## src/rtl/stock_pkg.sv

```systemverilog
// Shared types and helpers for the stock tracker: select-width calculation,
// saturating add, and the per-cell update operation encoding.
package stock_pkg;

  typedef enum logic [1:0] {
    OP_HOLD     = 2'd0,
    OP_UPDATE   = 2'd1,
    OP_LOAD_MAX = 2'd2
  } cell_op_e;

  // Item-select width: a single bit is kept even when only one select value exists.
  function automatic int sel_width(input int n);
    int w;
    w = $clog2(n);
    return (w < 1) ? 1 : w;
  endfunction

  // Sum is formed one bit wider than the operands, so it never wraps before clamping.
  function automatic logic [31:0] sat_add(input logic [31:0] a,
                                          input logic [31:0] b,
                                          input logic [31:0] max);
    logic [32:0] sum;
    sum = {1'b0, a} + {1'b0, b};
    return (sum > {1'b0, max}) ? max : sum[31:0];
  endfunction

endpackage

```

## src/rtl/stock_cell.sv

```systemverilog
// One item's stock register: vend decrement, saturating restock and global
// refill, with empty/low status derived from the stored value.
module stock_cell
  import stock_pkg::*;
#(
  parameter int QTY_W      = 6,
  parameter int START_QTY  = 5,
  parameter int MAX_QTY    = 20,
  parameter int LOW_THRESH = 2
) (
  input  logic             clk,
  input  logic             rst,
  input  logic             dec_i,
  input  logic             add_en_i,
  input  logic [QTY_W-1:0] add_qty_i,
  input  logic             load_max_i,
  output logic [QTY_W-1:0] value_o,
  output logic             empty_o,
  output logic             low_o
);

  localparam logic [QTY_W-1:0] START_V = QTY_W'(START_QTY);
  localparam logic [QTY_W-1:0] MAX_V   = QTY_W'(MAX_QTY);
  localparam logic [QTY_W-1:0] LOW_V   = QTY_W'(LOW_THRESH);

  logic [QTY_W-1:0] value_q, value_d;
  logic [QTY_W-1:0] base;
  cell_op_e         op;

  always_comb begin
    // NOTE: every always_comb output gets a default first so no path can infer a latch.
    value_d = value_q;
    base    = value_q - QTY_W'(dec_i);
    if (load_max_i)            op = OP_LOAD_MAX;
    else if (dec_i || add_en_i) op = OP_UPDATE;
    else                        op = OP_HOLD;

    unique case (op)
      OP_LOAD_MAX: value_d = MAX_V;
      OP_UPDATE:   value_d = add_en_i
                             ? QTY_W'(sat_add(32'(base), 32'(add_qty_i), 32'(MAX_V)))
                             : base;
      default:     value_d = value_q;
    endcase
  end

  always_ff @(posedge clk or posedge rst) begin
    // NOTE: sequential state uses non-blocking assignments so all flops see pre-edge values.
    if (rst) value_q <= START_V;
    else     value_q <= value_d;
  end

  assign value_o = value_q;
  assign empty_o = (value_q == '0);
  assign low_o   = (value_q <= LOW_V);

endmodule

```

## src/rtl/stock_manager.sv

```systemverilog
// Multi-item stock tracker: vend accept/reject, saturating restock, global
// refill, sold-out/low masks, low-stock alert and a wrapping sales counter.
module stock_manager
  import stock_pkg::*;
#(
  parameter  int ITEM_COUNT = 8,
  parameter  int QTY_W      = 6,
  parameter  int START_QTY  = 5,
  parameter  int MAX_QTY    = 20,
  parameter  int LOW_THRESH = 2,
  parameter  int SALES_W    = 16,
  localparam int SEL_W      = sel_width(ITEM_COUNT)
) (
  input  logic                  clk,
  input  logic                  rst,
  input  logic                  vend_req,
  input  logic [SEL_W-1:0]      vend_item,
  output logic                  vend_ack,
  output logic                  vend_nak,
  input  logic                  restock_req,
  input  logic [SEL_W-1:0]      restock_item,
  input  logic [QTY_W-1:0]      restock_qty,
  input  logic                  refill_all,
  input  logic [SEL_W-1:0]      query_item,
  output logic [QTY_W-1:0]      stock_level,
  output logic [ITEM_COUNT-1:0] sold_out_mask,
  output logic [ITEM_COUNT-1:0] low_mask,
  output logic                  low_alert,
  output logic [SEL_W-1:0]      low_item,
  output logic [SALES_W-1:0]    sales_total
);

  localparam int                    PAD_W     = 1 << SEL_W;
  localparam logic [SEL_W:0]        ITEM_LIM  = (SEL_W + 1)'(ITEM_COUNT);
  localparam logic [ITEM_COUNT-1:0] RESET_LOW = {ITEM_COUNT{START_QTY <= LOW_THRESH}};

  logic [QTY_W-1:0]      stock [ITEM_COUNT];
  logic [QTY_W-1:0]      stock_pad [PAD_W];
  logic [ITEM_COUNT-1:0] empty_vec, low_vec;
  logic [PAD_W-1:0]      empty_pad;

  logic vend_in_range, restock_in_range, vend_accept;

  logic                  vend_ack_q, vend_ack_d;
  logic                  vend_nak_q, vend_nak_d;
  logic [ITEM_COUNT-1:0] low_prev_q, low_prev_d;
  logic [SALES_W-1:0]    sales_q, sales_d;
  logic [ITEM_COUNT-1:0] low_rise;

  // Request decode: refill wins over both vend and restock.
  assign vend_in_range    = ({1'b0, vend_item} < ITEM_LIM);
  assign restock_in_range = ({1'b0, restock_item} < ITEM_LIM);
  assign empty_pad        = PAD_W'(empty_vec);
  assign vend_accept      = vend_req && !refill_all && vend_in_range && !empty_pad[vend_item];

  for (genvar g = 0; g < ITEM_COUNT; g++) begin : g_cell
    stock_cell #(
      .QTY_W      (QTY_W),
      .START_QTY  (START_QTY),
      .MAX_QTY    (MAX_QTY),
      .LOW_THRESH (LOW_THRESH)
    ) u_cell (
      .clk        (clk),
      .rst        (rst),
      .dec_i      (vend_accept && (vend_item == SEL_W'(g))),
      .add_en_i   (restock_req && !refill_all && restock_in_range &&
                   (restock_item == SEL_W'(g))),
      .add_qty_i  (restock_qty),
      .load_max_i (refill_all),
      .value_o    (stock[g]),
      .empty_o    (empty_vec[g]),
      .low_o      (low_vec[g])
    );
  end

  // Padding the read array to the full select range makes out-of-range queries read 0.
  always_comb begin
    for (int i = 0; i < PAD_W; i++) stock_pad[i] = '0;
    for (int i = 0; i < ITEM_COUNT; i++) stock_pad[i] = stock[i];
  end

  always_comb begin
    vend_ack_d = vend_accept;
    vend_nak_d = vend_req && !vend_accept;
    low_prev_d = low_vec;
    sales_d    = sales_q + SALES_W'(vend_accept);
  end

  always_ff @(posedge clk or posedge rst) begin
    if (rst) begin
      vend_ack_q <= 1'b0;
      vend_nak_q <= 1'b0;
      low_prev_q <= RESET_LOW;
      sales_q    <= '0;
    end else begin
      vend_ack_q <= vend_ack_d;
      vend_nak_q <= vend_nak_d;
      low_prev_q <= low_prev_d;
      sales_q    <= sales_d;
    end
  end

  // Lowest-index item among those whose low bit just rose.
  assign low_rise = low_vec & ~low_prev_q;
  always_comb begin
    low_item = '0;
    for (int i = ITEM_COUNT - 1; i >= 0; i--) begin
      if (low_rise[i]) low_item = SEL_W'(i);
    end
  end

  assign vend_ack      = vend_ack_q;
  assign vend_nak      = vend_nak_q;
  assign stock_level   = stock_pad[query_item];
  assign sold_out_mask = empty_vec;
  assign low_mask      = low_vec;
  assign low_alert     = |low_rise;
  assign sales_total   = sales_q;

endmodule

```

## config.mk

```make
export PLATFORM = sky130hd
export DESIGN_NAME = stock_manager
export DESIGN_NICKNAME = d
export VERILOG_FILES = /design/src/rtl/stock_pkg.sv /design/src/rtl/stock_cell.sv /design/src/rtl/stock_manager.sv
export SDC_FILE = /design/constraint.sdc
export NUM_CORES = 1
export LEC_CHECK = 0
export ABC_AREA = 1
export CAP_MARGIN = 40
export CORE_UTILIZATION = 59
export DETAILED_ROUTE_END_ITERATION = 8
export HOLD_SLACK_MARGIN = 0.02
export PLACE_DENSITY = 0.88
export SYNTH_ARGS = -nofsm -noshare
export SYNTH_HDL_FRONTEND = slang
export SYNTH_HIERARCHICAL = 1
export SYNTH_SLANG_ARGS = --single-unit
export TNS_END_PERCENT = 50
```

## constraint.sdc

```tcl
create_clock -name clk -period 8.42 [get_ports clk]
set_input_delay 2.105 -clock clk [delete_from_list [all_inputs] [get_ports clk]]
set_output_delay 2.105 -clock clk [all_outputs]
set_load 0.02 [all_outputs]
```

==> flow_metrics.env <==
export IMPL_antenna_found_initial=0
export IMPL_drive_gt1_share_pct=11.7
export IMPL_yosysWarningCount=6
export IMPL_ys_async_sr_fraction_pct=100
export IMPL_cts_tree="yes"
export IMPL_busiest_layer="met2"
export IMPL_multi_input_area_mm2=0.00509
export IMPL_synth_fp_nets=1306
export IMPL_hold_viol=0
export IMPL_ir_drop_mv=0.142
export IMPL_dieArea_mm2=0.0139
export IMPL_area_growth_pct=14.4
export IMPL_powerDensity_mw_per_mm2=136
export IMPL_syn_inst=1212
export IMPL_synthFlopType="dfrtp_1"
export IMPL_finalNetCount=1376
export IMPL_p_leak_nw=4.93
export IMPL_synth_edff_count=0
export IMPL_die_h_um=118
export IMPL_sequentialPowerShare_pct=33.5
export IMPL_row_count=42
export IMPL_post_cts_setup_buffer_count=0
export IMPL_relSlewSlack_pct=46.8
export IMPL_required_ps=6320
export IMPL_grt_use_met1_pct=40.9
export IMPL_worst_clock_skew_ps=6.68
export IMPL_synth_area_mm2=0.00794
export IMPL_hp_class="flop to flop"
export IMPL_switching_power_w=0.000459
export IMPL_p_comb_share_pct=33.8
export IMPL_grt_pass1_wl_um=34700
export IMPL_synth_most_common_cell="nand2_1"
export IMPL_drt_first_pass_iters=6
export IMPL_gp_congestion=0.973
export IMPL_tightestPinTransition_ps=795
export IMPL_use_met2_pct=52.1
export IMPL_via_count=7904
export IMPL_rsz0062_at_grt="no"
export IMPL_io_buffers=63
export IMPL_tns_ps=0
export IMPL_post_route_min_period_ps=6590
export IMPL_crit_path_cell_trace="clkdlybuf4s50_1 -> inv_2 -> nor2_1 -> o21ai_0 -> nand2_1 -> nand2_1 -> clkdlybuf4s50_1"
export IMPL_postCtsHoldBufs=0
export IMPL_synth_commonest_cells="309 x nand2_1, 214 x inv_1, 150 x nor2_1"
export IMPL_synth_area_leaders="dfrtp_1 18%, nand2_1 15%, ha_1 10%"
export IMPL_crit_path_max_incr_delay_ps=820
export IMPL_grt_pass1_vias=7278
export IMPL_clock_power_share_pct=32.7
export IMPL_io_pin_count=64
export IMPL_swShare_pct=37.0
export IMPL_worstSetupPathType="input port to primary output"
export IMPL_timing_rr_start="g_cell[6].u_cell/value_o[3]"
export IMPL_worstHoldStart="sales_total[15]"
export IMPL_antenna_left=0
export IMPL_critPathArrivalTime_ps=4490
export IMPL_ys_ff_latch=74
export IMPL_wl_um=21000
export IMPL_grt_usage_pct=31.4
export IMPL_vias_per_cell=5.40
export IMPL_critPathLaunch="query_item[0]"
export IMPL_grt_max_degree=26
export IMPL_cts_resized=0
export IMPL_yosys_area_top_type="dfrtp_1"
export IMPL_diodes=0
export IMPL_grt_use_met3_pct=4.36
export IMPL_die_w_um=118
export IMPL_clk_latency_ps=350
export IMPL_synth_top_cell_area_share_pct=18.3
export IMPL_fillers=1125
export IMPL_avgSynthCellArea_um2=6.55
export IMPL_clk_pin_slew_ps=60
export IMPL_drt_iter0_markers=666
export IMPL_start_util_pct=60.2
export IMPL_ys_seq_area_share_pct=23.6
export IMPL_whs_ps=485
export IMPL_final_seq_area_mm2=0.00187
export IMPL_path_buf_inv=3
export IMPL_period_share_pct=78.3
export IMPL_cts_made_buffers=9
export IMPL_cap_violations=0
export IMPL_placeableCoreArea_mm2=0.0132
export IMPL_cts_buffer_depth=2
export IMPL_setup_worst_path_end_class="primary output"
export IMPL_p_int_w=0.000780
export IMPL_outcome="complete, no violations"
export IMPL_h_tree_depth=3
export IMPL_finalSetupViolations=0
export IMPL_worst_path_max_delay_cell="clkdlybuf4s50_1"
export IMPL_startpoint_type="input port"
export IMPL_synth_cell_types=37
export IMPL_slew_viol_final=0
export IMPL_cts_root_buffer="clkbuf_16"
export IMPL_remaining_drc_errors=0
export IMPL_dp_hpwl_um=16400
export IMPL_max_freq_mhz=152
export IMPL_overflow=0
export IMPL_cts_sinks=74
export IMPL_path_delay_family="buffers and inverters"
export IMPL_avgRoutedWirePerCell_um=14.3
export IMPL_critPathMaxFanout=25
## kinds of logic (layout without fill, tap and decap cells)
logic type               after synthesis  count (layout)  synth area share (%)
XOR/XNOR                              51              51                  5.72
buffers and inverters                253             328                  12.3
adder cells (fa/ha/maj)               74              74                  12.4
AO/OA/AOI/OAI                        130             130                  10.1
flip-flops                            74              74                  23.6
AND/OR/NAND/NOR                      630             630                  35.9
## cell type report
class                           count  area share [%]
Inverter                          246            10.2
Multi-Input combinational cell    885            56.1
Clock inverter                      7           0.951
Timing Repair Buffer               66            7.28
Tap cell                          176            2.43
Sequential cell                    74            20.6
Clock buffer                        9            2.48
## sequential cells by signal (all words and copies together) (netlist names)
| signal | count |
|---|---|
| g_cell.u_cell/value_o | 48 |
| sales_total | 16 |
| low_prev_q | 8 |
| vend_ack | 1 |
| vend_nak | 1 |
## metal layers
layer	vias to the layer above	part of all wire [%]	routed length (um)
li1	3935	-	-
met1	3602	43	9020
met2	316	47	9750
met3	51	6.9	1450
met4	0	3.5	725
met5	-	0	0
## worst reg2reg max path, delay by kind of cell, from the launching register on
kind	cells	cell delay, ps
buffers and inverters	4	260
DFF	1	440
adders and majority gates	3	980
and+or+nand+nor	18	2040
## worst paths after layout
check / slack, ps / end / cells after the start
max: 1830 / stock_level[3] / 7
min in group asynchronous: 2460 / g_cell[0].u_cell/value_o[3] / 2
max reg2reg: 4600 / g_cell[5].u_cell/value_o[4] / 25
max in group asynchronous: 5350 / sales_total[1] / 3
min: 490 / sales_total[15] / 1
min reg2reg: 490 / sales_total[15] / 1
## per-stage QoR
stage                     area (um2)  total power (W)  setup slack [ps]  util [%]  cells
after CTS                       9080          0.00124              1890      68.8   1463
final                           9080          0.00124              1830      68.8   1463
after global routing            9080          0.00131              1650      68.8   1463
after detailed placement        8770         0.000834              1910      66.5   1447
after floorplan                 7940         0.000702              3460         -   1212
after global placement          8750         0.000822              1930      66.4   1446
## layout by cell type (no fill, tap or decap), drive strengths merged
master	instances
nor2	158
dfstp	16
nor3	18
clkdlybuf4s50	63
a22oi	16
dfrtp	58
buf	3
nand3b	9
clkinv	3
nand2	343
a31oi	1
clkbuf	9
inv	248
or2	3
xor2	39
fa	8
a21oi	31
bufinv	1
o21bai	13
nand3	74
o21ai	69
ha	66
nand4	25
xnor2	12
clkinvlp	1
## power groups by stage
stage               logic, W  registers (W)  clock network [W]
global placement    0.000402       0.000420                  0
finish              0.000419       0.000414           0.000406
CTS                 0.000417       0.000414           0.000408
global route        0.000464       0.000418           0.000424
detailed placement  0.000415       0.000420                  0
floorplan           0.000271       0.000431                  0
(Power assumes the default switching activity.)
